==> config.mk <==
export PLATFORM = sky130hd
export DESIGN_NAME = alu1_serial_ctrl
export DESIGN_NICKNAME = d
export VERILOG_FILES = /design/src/rtl/alu_pkg.sv /design/src/rtl/alu1.sv /design/src/rtl/alu1_serial_ctrl.sv
export SDC_FILE = /design/constraint.sdc
export NUM_CORES = 1
export LEC_CHECK = 0
export BUFFER_PORTS_ARGS = -buffer_cell sky130_fd_sc_hd__buf_2
export CAP_MARGIN = 20
export CORE_MARGIN = 5
export CORE_UTILIZATION = 40
export DETAILED_ROUTE_END_ITERATION = 10
export GPL_TIMING_DRIVEN = 0
export PLACE_DENSITY = 0.64
export SLEW_MARGIN = 0
export SYNTH_ARGS = -nofsm -noshare
export SYNTH_HDL_FRONTEND = slang
export SYNTH_HIERARCHICAL = 1
export SYNTH_SLANG_ARGS = --single-unit
==> constraint.sdc <==
create_clock -name clk -period 1.82 [get_ports clk]
set_input_delay 0.091 -clock clk [delete_from_list [all_inputs] [get_ports clk]]
set_output_delay 0.091 -clock clk [all_outputs]
set_load 0.02 [all_outputs]
==> src/rtl/alu_pkg.sv <==
// Shared definitions for the bit-serial ALU sequencer: opcode values,
// sequencer states and a small opcode classification helper.
package alu_pkg;

    // alu1 select encodings (also the sequencer opcode)
    localparam logic [2:0] OP_AND      = 3'd7;
    localparam logic [2:0] OP_NOT      = 3'd6;
    localparam logic [2:0] OP_OR       = 3'd5;
    localparam logic [2:0] OP_XOR      = 3'd4;
    localparam logic [2:0] OP_ADD      = 3'd3;
    localparam logic [2:0] OP_SUB      = 3'd2;
    localparam logic [2:0] OP_TRANSFER = 3'd1;
    localparam logic [2:0] OP_TEST     = 3'd0;

    typedef enum logic [1:0] {
        S_IDLE = 2'd0,
        S_RUN  = 2'd1,
        S_DONE = 2'd2
    } state_t;

    // Only ADD and SUB report a carry/borrow; every other op reports 0
    function automatic logic op_is_arith(input logic [2:0] op_v);
        return (op_v == OP_ADD) || (op_v == OP_SUB);
    endfunction

endpackage

==> src/rtl/alu1.sv <==
// One-bit ALU slice. ADD/SUB chain a carry (borrow for SUB) through
// carry_in/carry_out; all other operations ignore carry_in and return
// carry_out = 0.
module alu1
    import alu_pkg::*;
(
    input  logic       a,
    input  logic       b,
    input  logic       carry_in,
    input  logic [2:0] select,
    output logic       out,
    output logic       carry_out
);

    // Bit-level function select
    always_comb begin
        out       = 1'b0;
        carry_out = 1'b0;
        case (select)
            OP_AND: begin
                out = a & b;
            end
            OP_NOT: begin
                out = ~a;
            end
            OP_OR: begin
                out = a | b;
            end
            OP_XOR: begin
                out = a ^ b;
            end
            OP_ADD: begin
                out       = a ^ b ^ carry_in;
                carry_out = (a & b) | (carry_in & (a ^ b));
            end
            OP_SUB: begin
                // a - b - borrow_in; carry_out is the borrow to the next bit
                out       = a ^ b ^ carry_in;
                carry_out = (~a & b) | (~(a ^ b) & carry_in);
            end
            OP_TRANSFER: begin
                out = 1'b0;
            end
            OP_TEST: begin
                out = 1'b0;
            end
            default: begin
                out       = 1'b0;
                carry_out = 1'b0;
            end
        endcase
    end

endmodule

==> src/rtl/alu1_serial_ctrl.sv <==
// Bit-serial sequencer: runs a WIDTH-bit operation through one alu1 slice,
// LSB first, one bit per clock. Operands are captured on the start
// handshake, the word result and final carry are offered on the result
// handshake.
module alu1_serial_ctrl
    import alu_pkg::*;
#(
    parameter int WIDTH = 4
) (
    input  logic             clk,
    input  logic             rst,
    input  logic             start_valid,
    output logic             start_ready,
    input  logic [2:0]       op,
    input  logic [WIDTH-1:0] a,
    input  logic [WIDTH-1:0] b,
    output logic             result_valid,
    input  logic             result_ready,
    output logic [WIDTH-1:0] result,
    output logic             carry
);

    localparam int CW = (WIDTH > 1) ? $clog2(WIDTH) : 1;
    localparam logic [CW-1:0] CNT_LAST = CW'(WIDTH - 1);

    state_t           state_r;
    state_t           state_s;
    logic [2:0]       op_r;
    logic [WIDTH-1:0] a_sr_r;
    logic [WIDTH-1:0] b_sr_r;
    logic [WIDTH-1:0] result_r;
    logic [CW-1:0]    cnt_r;
    logic             cflag_r;
    logic             carry_r;
    logic             result_valid_r;

    logic             start_ready_s;
    logic             accept_s;
    logic             last_bit_s;
    logic             alu_out_s;
    logic             alu_cout_s;

    // Ready only in IDLE and never while reset is being applied
    assign start_ready_s = (state_r == S_IDLE) && !rst;
    assign accept_s      = start_valid && start_ready_s;
    assign last_bit_s    = (cnt_r == CNT_LAST);

    assign start_ready  = start_ready_s;
    assign result_valid = result_valid_r;
    assign result       = result_r;
    assign carry        = carry_r;

    alu1 u_alu1 (
        .a         (a_sr_r[0]),
        .b         (b_sr_r[0]),
        .carry_in  (cflag_r),
        .select    (op_r),
        .out       (alu_out_s),
        .carry_out (alu_cout_s)
    );

    // State register
    always_ff @(posedge clk) begin
        if (rst) begin
            state_r <= S_IDLE;
        end else begin
            state_r <= state_s;
        end
    end

    // Next-state logic
    always_comb begin
        state_s = state_r;
        case (state_r)
            S_IDLE: begin
                if (start_valid) begin
                    state_s = S_RUN;
                end else begin
                    state_s = S_IDLE;
                end
            end
            S_RUN: begin
                if (last_bit_s) begin
                    state_s = S_DONE;
                end else begin
                    state_s = S_RUN;
                end
            end
            S_DONE: begin
                if (result_ready) begin
                    state_s = S_IDLE;
                end else begin
                    state_s = S_DONE;
                end
            end
            default: begin
                state_s = S_IDLE;
            end
        endcase
    end

    // Operand capture, bit shifting, carry chaining and result registers
    always_ff @(posedge clk) begin
        if (rst) begin
            op_r           <= 3'd0;
            a_sr_r         <= '0;
            b_sr_r         <= '0;
            result_r       <= '0;
            cnt_r          <= '0;
            cflag_r        <= 1'b0;
            carry_r        <= 1'b0;
            result_valid_r <= 1'b0;
        end else begin
            result_valid_r <= (state_s == S_DONE);
            case (state_r)
                S_IDLE: begin
                    if (accept_s) begin
                        op_r    <= op;
                        a_sr_r  <= a;
                        b_sr_r  <= b;
                        cnt_r   <= '0;
                        cflag_r <= 1'b0;
                    end
                end
                S_RUN: begin
                    a_sr_r   <= {1'b0, a_sr_r[WIDTH-1:1]};
                    b_sr_r   <= {1'b0, b_sr_r[WIDTH-1:1]};
                    result_r <= {alu_out_s, result_r[WIDTH-1:1]};
                    cflag_r  <= alu_cout_s;
                    if (last_bit_s) begin
                        // Counter parks at the terminal value until the next accept
                        carry_r <= op_is_arith(op_r) ? alu_cout_s : 1'b0;
                    end else begin
                        cnt_r <= cnt_r + CW'(1);
                    end
                end
                S_DONE: begin
                    // Result and carry held until the consumer takes them
                end
                default: begin
                end
            endcase
        end
    end

endmodule

==> results.ini, run 1 <==
[yosys]
post-synth-top-area-cell = dfxtp_1
synth.area.top_cells = dfxtp_1, nand2_1, a21oi_1
synthesis.yosys.warnings = 6
ys_async_sr_fraction = 0
postSynthRegisterBits = 22
ys_dominant_reg_cell = dfxtp_1
yosys.area.top_type_share = 0.418
syn_area_um2 = 1050
synth-edff-count = 0
ys_types = 30
postSynthNetCount = 142
seq_area_frac_synth = 0.418
netlist_instances = 122
avgSynthCellArea_um2 = 8.64

[cells_and_area]
share_of_post_route_cells_with_drive_strength_above_1 = 0.296
syn_to_final_growth_pct = 24.3
num_antenna_cells = 0
finalNonFillerCells = 182
nNetsFinal = 173

[grt]
largest_net_degree_at_the_start_of_global_routing = 14
number_of_antenna_violations_at_the_first_check_in_global_routing = 0
globalRouteOverflowTotal = 0
grtUsageTotal = 0.132
grt_first_pass_wirelength_mm = 3.75
first_global_vias = 863

[worst_setup_path]
highest_cell_delay_on_the_worst_timing_path_ns = 0.40
timing.setup.critical_path_class = reg -> reg
worstSetupEndpoint = carry
cp_top_family = simple AND/OR/NAND/NOR gates
setup.reg_to_reg.worst_slack_ns = 0.1
cpMaxStageDelayCell = dfxtp_4
timing.reg2reg.worst_path_depth = 7
end_kind = flip-flop
regToRegStartpoint = a_sr_r[0]
critPathMaxFanout = 5
critPathBufInv = 1
total_stage_count_of_the_critical_path = 7
critical_path_required_ns = 2.08
critPathLaunchType = flip-flop
crit_path_cell_trace = inv_2 -> fa_2 -> mux2i_1 -> and3_1 -> nand2_1 -> or3_4 -> a21oi_2
timing.rr.end = carry
critPathArrivalTime_ns = 1.98
startpoint = a_sr_r[0]

[floorplanning]
floorplan.rows = 18
die-area_um2 = 3760
dieWidth_um = 61.3
dieHeight_um = 61.3
design.portCount = 22
core_region_area_um2 = 2500
start_util = 0.421

[flow_run]
max_cap_viol_count = 0

[hold_path]
min_delay_path_depth = 3
hp_class = in -> reg
hold_start = a[3]

[sta]
unrepaired_setup_endpoints_after_global_routing = false
maxSlewHeadroom = 0.639
period_utilisation_layout = 0.946
final_hold_viol_count = 0
max_clock_freq_ghz = 0.581
holdWs_ns = 0.00419
fin_crit_ns = 1.72
final_critical_path_setup_slack_ns = 0.0976
tns_ns = 0
setup_violators_final = 0
timing.final.max_slew_violations = 0
slew_of_the_pin_with_the_lowest_slew_margin_ns = 0.541
fin_worst_skew_ns = 0.0142

[outcome]
run_status = complete, no violations

[clocking]
tritoncts.num_buffers = 3
tritoncts_clock_tree = built
cts_root_buffer = clkbuf_4
h-tree-depth = 1
clock_insertion_delay_worst_skew_ns = 0.31
cts-root-to-sink-buffers = 2
clock_sinks = 22
clkSlewWorstSetupHoldPaths_ns = 0.13

[routing]
drt_drc_violations_left = 0
wl_per_cell_um = 12.1
detail_route.wirelength_mm = 2.20
via_per_inst = 4.99
drt_iter0_drc = 24
routed-via-count = 908
drtPass1Iterations = 4
ant_nets_after_route = 0

[placed_design]
dp_cells = 173
buffer_ports.inserted = 21
dp_worst_setup_slack_ns = -0.0498
detailedPlacementHpwl_mm = 1.60
place_congestion = 0.802

[power_and_ir_drop]
total_power_mw = 1.07
power.density_nw_per_um2 = 814
peakVddDrop_mv = 0.557
p_leak_nw = 0.568

state kept, by name, summed over array words and instances (netlist names):
name and count:
state_r 2, result 4, cflag_r 1, b_sr_r 4, carry 1, a_sr_r 4, op_r 3, result_valid 1
cnt_r 2
logic make-up after synthesis:
family	synth area share
and+or+nand+nor	0.247
AOI/OAI and AO/OA	0.189
DFF	0.418
buffers and inverters	0.0629
adders and majority gates	0.0736
muxes	0.00950
per-layer routing:
metal,up-vias,routed length [µm],global-route usage
met5,-,0,0
met3,5,44,0.0189
met1,419,1020,0.169
met2,10,1110,0.227
met4,0,31,0.0464
li1,474,-,-
how the worst min path moves through the flow:
stage	to	slack (ns)
5_1_grt	b_sr_r[3]	0.006
3_5_place_dp	b_sr_r[0]	0.32
6_report	a_sr_r[3]	0.004
4_1_cts	op_r[1]	0.001
3_3_place_gp	b_sr_r[1]	0.31
2_1_floorplan	a_sr_r[2]	0.16
power breakdown:
part / leakage (nW) / internal, mW / switching [mW]
sequential: 0.181 / 0.507 / 0.0203
clock: 0.0279 / 0.223 / 0.151
combinational: 0.360 / 0.0746 / 0.0900
total: 0.569 / 0.805 / 0.262
per-stage QoR:
stage / cell area (µm²) / utilization
2_1_floorplan: 1050 / -
3_3_place_gp: 1200 / 0.478
3_5_place_dp: 1200 / 0.478
4_1_cts: 1270 / 0.508
5_1_grt: 1310 / 0.524
6_report: 1310 / 0.524
cell usage in the layout, fill, tap and decap left out, types with 2 or more instances in the layout:
cell type	n
dfxtp_1	20
o21ai_0	2
buf_2	23
buf_6	3
buf_4	2
dlygate4sd3_1	3
inv_2	2
nor2_1	11
inv_1	2
a21oi_1	17
a22oi_1	2
clkbuf_4	3
a211oi_1	6
nand2_1	26
clkbuf_1	2
nand2b_1	2
ha_1	3
nand3b_1	2
Yosys cell counts, types with 2 or more instances:
library cell / count
a22oi_1: 2
inv_1: 4
buf_2: 2
clkbuf_1: 2
a211oi_1: 6
a21oi_1: 18
buf_6: 3
nand2b_1: 2
nand3b_1: 2
nor2_1: 11
o21ai_0: 2
nand2_1: 26
dfxtp_1: 22
fa_1: 2
ha_1: 3
layout make-up:
class	count	area, µm²
clock inverters	1	30.0
plain buffers	7	51.3
repair buffers	26	150
clock buffers	3	22.5
multi-input cells	89	558
flip-flops and latches	22	445
inverters	4	15.0
fillers	238	1190
well taps	30	37.5
worst register-to-register path, cell delays in order (launching register included):
cell     delay, ns
dfxtp_4       0.40
inv_2         0.06
fa_2          0.37
mux2i_1       0.14
and3_1        0.19
nand2_1       0.06
or3_4         0.33
a21oi_2       0.12
repair_timing:
action / in CTS / in global routing
hold buffers: 2 / 1
buffers inserted: 0 / 2
setup endpoints to repair: 1 / 1
resized for setup: 1 / 7
pin swaps: 0 / 2
endpoints found under the hold margin: 4 / 1
Note: power is estimated with default switching activity, not from simulation.
==> run 2, diff against run 1 <==
- CTS_BUF_LIST: unset -> sky130_fd_sc_hd__clkbuf_8
- PLACE_DENSITY: 0.64 -> unset
==> results.ini, run 2 (synthesis results as in run 1) <==
[outcome]
run_status = complete, no violations

[worst_setup_path]
timing.reg2reg.worst_path_depth = 7  ; unchanged
end_kind = flip-flop
critical_path_required_ns = 2.02  ; -0.06 ns
critPathArrivalTime_ns = 1.91  ; -0.07 ns
timing.setup.critical_path_class = reg -> reg
timing.rr.end = carry
setup.reg_to_reg.worst_slack_ns = 0.11  ; +0.02 ns
regToRegStartpoint = b_sr_r[0]
critPathLaunchType = flip-flop
startpoint = b_sr_r[0]
worstSetupEndpoint = carry
critPathMaxFanout = 3  ; -2

[clocking]
tritoncts_clock_tree = built
clkSlewWorstSetupHoldPaths_ns = 0.08  ; -0.05 ns
cts_root_buffer = clkbuf_8
cts-root-to-sink-buffers = 2  ; unchanged
clock_sinks = 22  ; unchanged
cts_hold_buf = 0  ; -2
h-tree-depth = 1  ; unchanged
clock_insertion_delay_worst_skew_ns = 0.26  ; -0.05 ns
tritoncts.num_buffers = 3  ; unchanged

[grt]
largest_net_degree_at_the_start_of_global_routing = 13  ; -1
first_global_vias = 911  ; +5.6%
number_of_antenna_violations_at_the_first_check_in_global_routing = 0  ; unchanged
grtUsageTotal = 0.139  ; +0.00673
globalRouteOverflowTotal = 0  ; unchanged
grt_first_pass_wirelength_mm = 3.88  ; +3.5%

[placed_design]
detailedPlacementHpwl_mm = 1.64  ; +2.7%
buffer_ports.inserted = 21  ; unchanged
postPlaceCellArea_um2 = 1200  ; unchanged
dp_worst_setup_slack_ns = -0.0228  ; +0.0270 ns
place_congestion = 0.789  ; -1.6%

[power_and_ir_drop]
power.combinational.fraction = 0.157  ; +0.003
p_leak_nw = 0.557  ; -2.1%
power_frac_seq = 0.506  ; +0.011
peakVddDrop_mv = 0.528  ; -5.3%
power.switching_uw = 268  ; +2.5%
power.density_nw_per_um2 = 811  ; -0.36%
power.internal_uw = 772  ; -4.1%
power_switching_share = 0.258  ; +0.0125
clockPowerShare = 0.336  ; -0.015

[floorplanning]
start_util = 0.421  ; unchanged
dieHeight_um = 61.3  ; unchanged
floorplan.rows = 18  ; unchanged
core_region_area_um2 = 2500  ; unchanged
die-area_um2 = 3760  ; unchanged
design.portCount = 22  ; unchanged
dieWidth_um = 61.3  ; unchanged

[cells_and_area]
fin_area_um2 = 1280  ; -2.1%
share_of_post_route_cells_with_drive_strength_above_1 = 0.302  ; +0.00596
syn_to_final_growth_pct = 21.7
final_cell_mix = nand2_1, buf_2, dfxtp_1, a21oi_1, nor2_1
nNetsFinal = 170  ; -1.7%
layout.cells.most_common = nand2_1
num_antenna_cells = 0  ; unchanged

[routing]
wl_per_cell_um = 12.8  ; +6.0%
detail_route.wirelength_mm = 2.30  ; +4.3%
drtPass1Iterations = 4  ; unchanged
drt_iter0_drc = 26  ; +8.3%
routedLengthMet1_mm = 1.10  ; +7.8%
route.met3.wl_um = 94  ; +110%
via_per_inst = 4.98  ; -0.23%
routed-via-count = 891  ; -1.9%
ant_nets_after_route = 0  ; unchanged
route.top_layer_used = met4
drt_drc_violations_left = 0  ; unchanged
met2_wirelength_mm = 1.09  ; -1.8%

[sta]
period_utilisation_layout = 0.938  ; -0.00845
setup_violators_final = 0  ; unchanged
max_clock_freq_ghz = 0.586  ; +0.90%
slew_of_the_pin_with_the_lowest_slew_margin_ns = 0.545  ; +0.00448 ns
fin_crit_ns = 1.71  ; -0.0154 ns
final_hold_viol_count = 0  ; unchanged
maxSlewHeadroom = 0.636  ; -0.00299
fin_worst_skew_ns = 0.00489  ; -0.00927 ns
final_critical_path_setup_slack_ns = 0.113  ; +0.0154 ns
timing.final.max_slew_violations = 0  ; unchanged
unrepaired_setup_endpoints_after_global_routing = false

[flow_run]
max_cap_viol_count = 0  ; unchanged

[hold_path]
hp_class = in -> reg

-- run 2: worst max-delay path: stages (launching register included) --
cell,delay [ns]
dfxtp_2,0.35
inv_2,0.06
fa_1,0.40
mux2i_1,0.13
and3_1,0.19
nand2_1,0.05
or3_4,0.36
a21oi_2,0.11
-- run 2: area by class of cell --
class                      instances  area [µm²]
fill                             252        1220
timing repair buffer              23         120
sequential                        22         445
clock buffer                       4        55.1
buffer                             7        51.3
inverter                           4        15.0
multi-input combinational         89         558
tap                               30        37.5
-- run 2: through the flow --
stage | power [mW] | util | setup TNS [ns] | instances | hold WS [ns]
floorplan | 0.643 | - | 0 | 122 | 0.163
global placement | 0.688 | 0.478 | 0 | 173 | 0.319
detailed placement | 0.694 | 0.478 | -0.0228 | 173 | 0.321
CTS | 1.04 | 0.501 | 0 | 177 | 0.0414
global route | 1.10 | 0.513 | 0 | 179 | 0.0442
finish | 1.04 | 0.513 | 0 | 179 | 0.0467
-- run 2: what timing repair did --
action / in CTS / in global routing
pin swaps: 0 / 3
buffers inserted: 0 / 2
resized for setup: 1 / 7
setup endpoints to repair: 1 / 1
-- run 2: worst min path at each step --
stage,startpoint,endpoint,cells after the start
floorplan,rst,a_sr_r[2],1
detailed placement,rst,a_sr_r[2],2
finish,rst,b_sr_r[0],2
global placement,rst,a_sr_r[2],2
CTS,rst,a_sr_r[2],2
global route,rst,a_sr_r[2],2
-- run 2: routing by layer --
layer,global-route usage,up-vias
met4,0.0557,0
met1,0.185,407
met3,0.0294,2
met5,0,-
li1,-,467
met2,0.219,15
-- run 2: power by group through the flow --
stage / logic [mW] / clock network, mW / registers [mW]
floorplan: 0.110 / 0 / 0.533
global placement: 0.153 / 0 / 0.536
detailed placement: 0.158 / 0 / 0.537
CTS: 0.159 / 0.356 / 0.526
global route: 0.185 / 0.381 / 0.531
finish: 0.164 / 0.350 / 0.527
